## src/rtl/gray_pkg.sv

```systemverilog
// Shared definitions for the Gray-code counter stream.
//   DefaultWidth : default counter/code width in bits
//   gray_state_e : stream FSM state (StIdle: no word offered, StRun: word offered)
//   bin2gray     : binary to reflected-binary Gray conversion, valid for widths up to 32 bits
package gray_pkg;

  localparam int unsigned DefaultWidth = 4;
  localparam int unsigned MaxWidth     = 32;

  typedef enum logic {
    StIdle = 1'b0,
    StRun  = 1'b1
  } gray_state_e;

  // Operands are zero-extended to 32 bits by the caller; truncating the result back to the
  // caller's width gives the correct code because the extended MSB is always 0.
  function automatic logic [MaxWidth-1:0] bin2gray(input logic [MaxWidth-1:0] bin);
    return bin ^ (bin >> 1);
  endfunction

endpackage

```

## src/rtl/gray_counter_stream.sv

```systemverilog
// Gray-code counter with a valid/ready output stream.
// The count advances only when the offered word is accepted (valid & ready). load presets the
// count and returns to idle, discarding any unaccepted word; rst clears everything.
// Optional feature: define GRAY_UPDOWN_EN to add the dir port (0 = count up, 1 = count down).
//
// Ports:
//   clk      : clock, rising edge
//   rst      : synchronous active-high reset
//   en       : request to run and produce code words
//   load     : one-cycle preset command
//   load_bin : binary preset value, sampled when load = 1
//   ready    : downstream accepts the offered word this cycle
//   dir      : count direction, sampled on each transfer (GRAY_UPDOWN_EN only)
//   valid    : gray_out/bin_out hold a word offered downstream
//   gray_out : registered Gray code of the count
//   bin_out  : registered binary count
//   wrap     : one-cycle pulse when the wrapped value is presented
module gray_counter_stream
  import gray_pkg::*;
#(
  parameter int unsigned WIDTH = DefaultWidth
) (
  input  logic             clk,
  input  logic             rst,
  input  logic             en,
  input  logic             load,
  input  logic [WIDTH-1:0] load_bin,
  input  logic             ready,
`ifdef GRAY_UPDOWN_EN
  input  logic             dir,
`endif
  output logic             valid,
  output logic [WIDTH-1:0] gray_out,
  output logic [WIDTH-1:0] bin_out,
  output logic             wrap
);

  localparam logic [WIDTH-1:0] One = WIDTH'(1);

  gray_state_e      state_q, state_d;
  logic [WIDTH-1:0] bin_q, bin_d;
  logic [WIDTH-1:0] gray_q, gray_d;
  logic             wrap_q, wrap_d;
  logic             count_dn;
  logic             xfer;
  logic [WIDTH-1:0] terminal;

`ifdef GRAY_UPDOWN_EN
  assign count_dn = dir;
`else
  assign count_dn = 1'b0;
`endif

  assign xfer     = (state_q == StRun) && ready;
  // Value whose transfer causes wrap-around in the current direction.
  assign terminal = count_dn ? '0 : '1;

  always_comb begin
    state_d = state_q;
    bin_d   = bin_q;
    wrap_d  = 1'b0;
    if (load) begin
      bin_d   = load_bin;
      state_d = StIdle;
    end else begin
      unique case (state_q)
        StIdle: begin
          if (en) state_d = StRun;
        end
        StRun: begin
          if (xfer) begin
            bin_d  = count_dn ? (bin_q - One) : (bin_q + One);
            wrap_d = (bin_q == terminal);
            if (!en) state_d = StIdle;
          end
        end
        default: state_d = StIdle;
      endcase
    end
    gray_d = WIDTH'(bin2gray(MaxWidth'(bin_d)));
  end

  always_ff @(posedge clk) begin
    if (rst) begin
      state_q <= StIdle;
      bin_q   <= '0;
      gray_q  <= '0;
      wrap_q  <= 1'b0;
    end else begin
      state_q <= state_d;
      bin_q   <= bin_d;
      gray_q  <= gray_d;
      wrap_q  <= wrap_d;
    end
  end

  assign valid    = (state_q == StRun);
  assign gray_out = gray_q;
  assign bin_out  = bin_q;
  assign wrap     = wrap_q;

endmodule

```

## config.mk

```make
export PLATFORM = sky130hd
export DESIGN_NAME = gray_counter_stream
export DESIGN_NICKNAME = d
export VERILOG_FILES = /design/src/rtl/gray_pkg.sv /design/src/rtl/gray_counter_stream.sv
export SDC_FILE = /design/constraint.sdc
export NUM_CORES = 1
export LEC_CHECK = 0
export ABC_AREA = 1
export CAP_MARGIN = 0
export CELL_PAD_IN_SITES_DETAIL_PLACEMENT = 2
export CELL_PAD_IN_SITES_GLOBAL_PLACEMENT = 2
export CORE_MARGIN = 5
export CORE_UTILIZATION = 18
export CTS_CLUSTER_DIAMETER = 50
export DETAILED_ROUTE_END_ITERATION = 10
export GPL_ROUTABILITY_DRIVEN = 1
export PLACE_DENSITY_LB_ADDON = 0.08
export REMOVE_ABC_BUFFERS = 1
export SYNTH_ARGS = -nofsm -noshare
export SYNTH_HDL_FRONTEND = slang
export SYNTH_SLANG_ARGS = --single-unit
```

## constraint.sdc

```tcl
create_clock -name clk -period 1.2 [get_ports clk]
set_input_delay 0.18 -clock clk [delete_from_list [all_inputs] [get_ports clk]]
set_output_delay 0.18 -clock clk [all_outputs]
set_load 0.1 [all_outputs]
```

Yosys cells after proc, flatten, opt, wreduce, memory -nomap -nowiden
Index checks and enable logic that the tools add are counted.
{ "word_totals": {"ff_bits": 10, "in_bits": 9} }
{ "classes": {"n_addsub": 1, "eq_ne": 1, "mux": 6, "n_bitwise": 3, "n_reduce_logical": 3} }
{ "ops": {"columns": ["cell", "n"], "rows": [
  ["$mux 4", 3],
  ["$add 4x1->4 const B", 1],
  ["$eq 4x4->1 const B", 1],
  ["$reduce_or 4->1", 1],
  ["$xor 4x3->4", 1],
  ["$mux 1", 2],
  ["$not 1->1", 2],
  ["$pmux 1 s2", 1],
  ["$reduce_or 2->1", 1],
  ["$logic_and 1x1->1", 1]
]} }

Longest topological paths before layout
Gate-level depths: netlist of the first run.
{ "logic_depth": {"ltp_word": 5, "ltp_mapped": 9, "ltp_nobuf": 9} }

Least setup slack after synthesis of the first run
Ideal clock, no wire load.
{ "synth_timing": {"kind": "register to register", "start": "register bin_q[1] (netlist: bin_out[1])", "end": "register gray_q[0] (netlist: gray_out[0])", "arrival_time_ns": 1.806, "required_time_ns": 1.086, "slack_ns": -0.720, "stages_incl_launch_ff": 7, "n_path_buf": 0, "synth_period_minus_slack_ns": 1.920, "path_cell_list": "dfxtp_1 > ha_1 > nand3_1 > nand3_1 > o21ai_2 > xor2_1 > nor2_1"} }
{ "synth_between": {"elab_chain_len": 5} }
{ "synth_lines": {"columns": ["item", "line", "rtl"], "rows": [
  ["from (decl)", "gray_counter_stream.sv:41", "logic [WIDTH-1:0] bin_q, bin_d;"],
  ["from (signal assigned)", "gray_counter_stream.sv:91", "bin_q <= bin_d;"],
  ["$add 4x1->4", "gray_counter_stream.sv:72", "bin_d = count_dn ? (bin_q - One) : (bin_q + One);"],
  ["$mux 4", "gray_counter_stream.sv:71", "if (xfer) begin"],
  ["$mux 4 (*)", "gray_counter_stream.sv:66", "unique case (state_q)"],
  ["$mux 4 (*)", "gray_counter_stream.sv:62", "if (load) begin"],
  ["$xor 4x3->4 (*)", "gray_pkg.sv:18", "return bin ^ (bin >> 1);"],
  ["to (signal assigned)", "gray_counter_stream.sv:92", "gray_q <= gray_d;"],
  ["to (decl)", "gray_counter_stream.sv:42", "logic [WIDTH-1:0] gray_q, gray_d;"]
]} }
Mark *: on every way between the ends. The rest lies on a longest branch, timed or not.
A chain may end at the register's enable or synchronous reset.

Worst setup path after layout of the first run
{ "layout_timing": {"start": "register bin_q[0] (netlist: bin_out[0])", "end": "register gray_q[0] (netlist: gray_out[0])"} }
The elaborated chain is that of the path after synthesis.

==> metrics.yaml, run 1 <==
global_routing:
  busiest_layer: "met2"
  grt_overflow: 0
  grt_antenna_before_repair: 0
  grt_max_degree: 10
  grt_util_met3_pct: 1.94
  grt_pass1_wl_um: 2700
  grt_pass1_vias: 612
  grt_use_total_pct: 10.0
  grt_util_met1_pct: 11.7
  gr-usage-met2_pct: 18.2
floorplanning:
  dieHeight_um: 60.0
  start_util_pct: 18.5
  pin_count: 19
  core_area_um2: 2430
  die_area_um2: 3590
  die_width_um: 60.0
  rows: 18
worst_hold_path:
  holdCritStartpoint: "en"
  min_path_type: "input port to flip-flop"
  hold_path_end: "valid$_SDFF_PP0_"
  holdPathStages: 3
setup_path:
  r2r_end: "gray_out[0]$_SDFF_PP0_"
  start_kind: "flip-flop"
  end_kind: "flip-flop"
  cp_data_required_time_ns: 1.35
  worstRegToRegCells: 6
  regToRegStartpoint: "bin_out[0]$_SDFF_PP0_"
  path_class: "flip-flop to flip-flop"
  r2r_slack_ns: 0.009
  critPathMaxFanout: 3
  crit_arrival_ns: 1.34
timing:
  max_freq_ghz: 0.839
  setup-tns-final_ns: 0
  final_max_slew_viol_count: 0
  fin_worst_skew_ns: 0.00222
  setup_slack_ns: 0.00879
  hold_viol: 0
  hold_slack_ns: 0.540
  slew_headroom_pct: 83.1
  rsz0062_at_grt: "true"
  min_period_ns: 1.19
  finalSetupViolCount: 0
  finalCritPeriodShare_pct: 99.3
  worst_pin_slew_ns: 0.253
synthesis:
  ys_ff_latch: 9
  synth_top_area_cell: "dfxtp_1"
  yosysUniqueCellTypes: 19
  synth_area_leaders: "dfxtp_1 (40%), nand2_1 (9.2%), nand3_1 (8.9%), nor2_1 (7.5%), inv_1 (5.0%)"
  synth_area_um2: 449
  netlist.area_leader.share_pct: 40.1
  syn_area_per_cell_um2: 7.36
  ys_warn_count: 0
  ys_seq_area_share_pct: 40.1
  postSynthCellCount: 61
detailed_routing:
  firstDrtPassIters: 2
  drt-initial-drc-count: 1
  drc_errors: 0
  ant_nets: 0
  vias: 515
  routedWlPerCell_um: 12.2
  via_per_inst: 4.19
  wl_um: 1500
place:
  gp_congestion: 0.699
  port_buffers: 18
  dp_hpwl_um: 1310
  post-place-ws_ns: -0.316
status:
  run_status: "finished, final reports clean"
clock_network:
  cts_max_path_buffers: 2
  root_buffer: "clkbuf_4"
  holdBufCountCts: 0
  cts.sinks: 9
  cts_made_buffers: 3
  insertion_delay_ns: 0.26
  clk_pin_slew_ns: 0.06
  htreeDepth: 1
  cts_tree: "yes"
finish:
  final_core_util_pct: 38.1
  drive_gt1_share_pct: 48.4
  layout_common_cells: "buf_12 (10), buf_4 (10), nand2_1 (9)"
  num_antenna_cells: 0
  nNetsFinal: 104
  area_delta_synth_final_pct: 106
power_and_ir_drop:
  powerDensity_nw_per_um2: 1100
  ir_worst_vdd_mv: 0.541
  p_leak_nw: 0.401
flow_run:
  maxCapViolCount: 0
-- cells in the mapped netlist (all sizes together) --
master and instances:
xor2 1, a21oi 1, or2 2, buf 1, o21bai 1, nor3 1, nor2 12, dfxtp 9
nand4 1, nand2 13, ha 1, o21ai 2, nand3 9, inv 7
-- through the flow --
stage                     total power, W  std cells  area [um^2]
after floorplan                 0.000585         60          442
after global placement          0.000774        118          835
after detailed placement        0.000780        118          835
after CTS                        0.00103        124          896
after global routing             0.00107        123          926
final                            0.00102        123          926
-- routing by layer --
metal | routed length (um) | share of wire [%] | up-vias
li1 | - | - | 258
met1 | 652 | 44 | 248
met2 | 785 | 53 | 9
met3 | 57 | 3.8 | 0
met4 | 0 | 0 | 0
met5 | 0 | 0 | -
-- sequential cells by signal, summed over array words and instances, names as in the netlist --
register  flops
valid         1
gray_out      3
wrap          1
bin_out       4
-- layout make-up --
| type | instances | area (um^2) |
|---|---|---|
| Fill cell | 279 | 1510 |
| Timing Repair Buffer | 29 | 365 |
| Multi-Input combinational cell | 44 | 280 |
| Sequential cell | 9 | 190 |
| Tap cell | 30 | 37.5 |
| Clock buffer | 4 | 26.3 |
| Inverter | 7 | 26.3 |
-- critical path, stage by stage, from the launching register on --
cell     delay, ns
dfxtp_4       0.36
ha_4          0.22
nand3_1       0.08
nand3_1       0.09
o21ai_2       0.10
xor2_1        0.18
nor2_1        0.06
-- cell families (layout without fill, tap and decap cells) --
family,Yosys count,after routing,share of synthesized area (%)
compound gates,4,4,7.52
buf+inv,8,40,7.52
simple gates,38,38,40.1
flops,9,9,40.1
fa+ha+maj,1,1,2.79
xor+xnor,1,1,1.95
-- how the worst max path moves through the flow --
| stage | from | end | slack, ns | depth (start not counted) |
|---|---|---|---|---|
| final | bin_out[0]$_SDFF_PP0_ | gray_out[0]$_SDFF_PP0_ | 0.009 | 6 |
| after global placement | ready | gray_out[2]$_SDFF_PP0_ | -0.27 | 8 |
| after global routing | bin_out[0]$_SDFF_PP0_ | gray_out[1]$_SDFF_PP0_ | -0.11 | 8 |
| after CTS | bin_out[0]$_SDFF_PP0_ | gray_out[1]$_SDFF_PP0_ | -0.03 | 8 |
| after detailed placement | ready | gray_out[2]$_SDFF_PP0_ | -0.32 | 8 |
| after floorplan | bin_out[3]$_SDFF_PP0_ | gray_out[2]$_SDFF_PP0_ | -1.14 | 6 |
-- repair_timing --
item,4_1_cts,5_1_grt
pin swaps,4,6
buffers inserted,2,0
gates resized for setup,7,10
setup endpoints to repair,4,5
-- power breakdown --
group          switching [W]  internal (W)  total (W)
registers          0.0000244      0.000321   0.000345
clock network       0.000109      0.000128   0.000237
logic               0.000266      0.000170   0.000436
No activity file was read; power rests on OpenSTA's default activity.
==> run 2, diff against run 1 <==
Settings changed: MAX_ROUTING_LAYER set to met4.
==> results of run 2 <==
The final DEF is identical to that of run 1; final timing and power are the same.
Among the figures that moved: final weighted congestion in routability-driven placement 0.699 -> 0.706; overall routing resource usage 10.0% -> 10.3%
==> run 3, diff against run 2 <==
Settings changed: ABC_AREA 1 to not set, CORE_UTILIZATION 18 to 20.
==> run 3 against run 2 <==
Compared with the run above:
- the run now ends with negative setup slack left
- wire length is 9.8% lower
- via count down 19%
- design area unchanged
- critical endpoint is now gray_out[1]$_SDFF_PP0_
- largest cell class unchanged
==> metrics.yaml, run 3 <==
power_and_ir_drop:
  p_clk_share_pct: 22.6
  p_int_w: 0.000646
  combPwrFrac_pct: 44.4
  p_leak_nw: 0.381
  ir_worst_vdd_mv: 0.526
  seq_power_share_pct: 33.0
  switchingPower_w: 0.000396
  netSwitchingFraction_pct: 38.0
  p_total_w: 0.00104
  powerDensity_nw_per_um2: 1130
setup_path:
  path_class: "flip-flop to flip-flop"
  crit_chain: "ha_4, mux2_4, mux2i_4, xnor2_2, nor2_1"
  cp_slowest_stage_delay_ns: 0.34
  crit_arrival_ns: 1.50
  critPathTopFamily: "multiplexers"
  end_kind: "flip-flop"
  cp_data_required_time_ns: 1.35
  slowest_stage: "dfxtp_2"
  start_kind: "flip-flop"
  critPathMaxFanout: 3
  cp_num_buf_inv: 0
synthesis:
  synth_top_cells_by_count: "dfxtp_1 (9), nor2_1 (7), xnor2_1 (5)"
  synth_area_leaders: "dfxtp_1 (41%), xnor2_1 (9.9%), a2111oi_4 (6.3%), nor2_1 (6.0%), mux2i_4 (5.1%)"
  netlist.area_leader.share_pct: 40.9
  synth_edf_count: 0
  ys_warn_count: 0
  syn_area_per_cell_um2: 10.5
  synth_area_um2: 440
  ys_ff_latch: 9
  synthMostInstantiatedCell: "dfxtp_1"
  yosysUniqueCellTypes: 21
  synth_top_area_cell: "dfxtp_1"
  synthArstFlopShare_pct: 0
  postSynthCellCount: 42
  ys.flop_type: "dfxtp_1"
  ys_seq_area_share_pct: 40.9
clock_network:
  cts.sinks: 9
  cts_made_buffers: 3
  cts_tree: "yes"
  cts_max_path_buffers: 2
  insertion_delay_ns: 0.25
  holdBufCountCts: 0
  clk_pin_slew_ns: 0.06
  htreeDepth: 1
  root_buffer: "clkbuf_4"
finish:
  final_core_util_pct: 43.1
  layout_common_cells: "buf_4 (15), buf_12 (10), nor2_1 (6), clkdlybuf4s50_1 (6), dfxtp_1 (5)"
  num_antenna_cells: 0
  area_delta_synth_final_pct: 110
  nNetsFinal: 87
  layout.area.seq_um2: 188
  n_fill_cell: 226
  final_cell_count_no_fill: 104
  layout_commonest_cell: "buf_4"
  largest_register_ffs: 4
  multi_input_area_um2: 283
  drive_gt1_share_pct: 57.9
detailed_routing:
  via_per_inst: 4.00
  wl_um: 1350
  vias: 416
  ant_nets: 0
  firstDrtPassIters: 2
  routedWlPerCell_um: 13.0
  drt-initial-drc-count: 2
  drc_errors: 0
flow_run:
  maxCapViolCount: 0
timing:
  hold_viol: 0
  finalCritPeriodShare_pct: 113
  rsz0062_at_grt: "true"
  worst_pin_slew_ns: 0.328
  max_freq_ghz: 0.740
  min_period_ns: 1.35
  finalSetupViolCount: 4
  slew_headroom_pct: 78.0
  hold_slack_ns: 0.484
  final_max_slew_viol_count: 0
  fin_worst_skew_ns: 0.000972
  setup_slack_ns: -0.151
place:
  post-place-ws_ns: -0.452
  gp_congestion: 0.754
  dp_hpwl_um: 1100
  dpl.cell_count: 99
  port_buffers: 18
worst_hold_path:
  min_path_type: "input port to flip-flop"
floorplanning:
  die_width_um: 56.9
  die_area_um2: 3240
  start_util_pct: 20.5
  core_area_um2: 2150
  pin_count: 19
  rows: 17
  dieHeight_um: 56.9
global_routing:
  grt_use_total_pct: 9.71
  grt_pass1_wl_um: 2260
  grt_max_degree: 6
  grt_overflow: 0
  grt_antenna_before_repair: 0
  grt_pass1_vias: 451
status:
  run_status: "complete, but fails checks"
  failed_checks: "negative setup slack"
[run 3: changes by cell type after synthesis, sizes merged, moves of 2 or more]
cell,change
inv,-6
mux2i,+3
nand2,-11
nand3,-7
nor2,-5
nor4,+2
o21ai,-2
or2,-2
xnor2,+5
[run 3: timing repair]
item / 4_1_cts / 5_1_grt
buffers inserted: 1 / 0
endpoints found under the setup margin: 6 / 7
cloned: 0 / 0
pin swaps: 2 / 2
gates resized for setup: 9 / 5
[run 3: layout make-up]
cell class / instances / share of cell area (%)
sequential: 9 / 20.3
timing repair buffer: 33 / 42.2
clock buffer: 4 / 2.84
tap: 28 / 3.78
multi-input combinational: 29 / 30.5
inverter: 1 / 0.405
[run 3: tightest hold or removal path, stage by stage]
cell and delay, ns:
dlygate4sd2_1 0.28, nand3_4 0.09, buf_4 0.10, nor4_1 0.04
[run 3: power groups by stage]
stage	Clock (W)	Sequential, W	Combinational [W]
2_1_floorplan	0	0.000522	0.0000687
3_3_place_gp	0	0.000347	0.000447
3_5_place_dp	0	0.000347	0.000452
4_1_cts	0.000247	0.000345	0.000464
5_1_grt	0.000265	0.000347	0.000482
6_report	0.000235	0.000344	0.000463
[run 3: worst paths after layout]
check                              from                endpoint  slack (ns)  depth (start not counted)
setup / recovery  bin_out[0]$_SDFF_PP0_  gray_out[1]$_SDFF_PP0_       -0.15                          5
hold / removal                    ready         wrap$_SDFF_PP0_        0.48                          4
setup reg to reg  bin_out[0]$_SDFF_PP0_  gray_out[1]$_SDFF_PP0_       -0.15                          5
hold reg to reg   bin_out[2]$_SDFF_PP0_         wrap$_SDFF_PP0_        0.63                          3
[run 3: cell families (layout without fill, tap and decap cells)]
family / after synthesis / count (layout) / share of synthesized area (%)
mux: 4 / 4 / 13.1
compound gates: 3 / 3 / 9.38
fa+ha+maj: 1 / 1 / 2.84
buf+inv: 4 / 38 / 5.96
xor+xnor: 5 / 5 / 9.94
flops: 9 / 9 / 40.9
simple gates: 16 / 16 / 17.9
[run 3: routing by layer]
| layer | GRT usage (%) | vias to the layer above | routed length [um] |
|---|---|---|---|
| li1 | - | 208 | - |
| met1 | 10.1 | 198 | 559 |
| met3 | 3.91 | 0 | 62 |
| met4 | 1.99 | 0 | 0 |
| met2 | 17.1 | 10 | 726 |
| met5 | - | - | 0 |
[run 3: metrics by stage]
| step | area (um^2) | TNS [ns] |
|---|---|---|
| after floorplan | 418 | -8.48 |
| after global placement | 838 | -2.40 |
| after detailed placement | 838 | -2.55 |
| after CTS | 905 | -0.578 |
| after global routing | 926 | -0.866 |
| final | 926 | -0.541 |
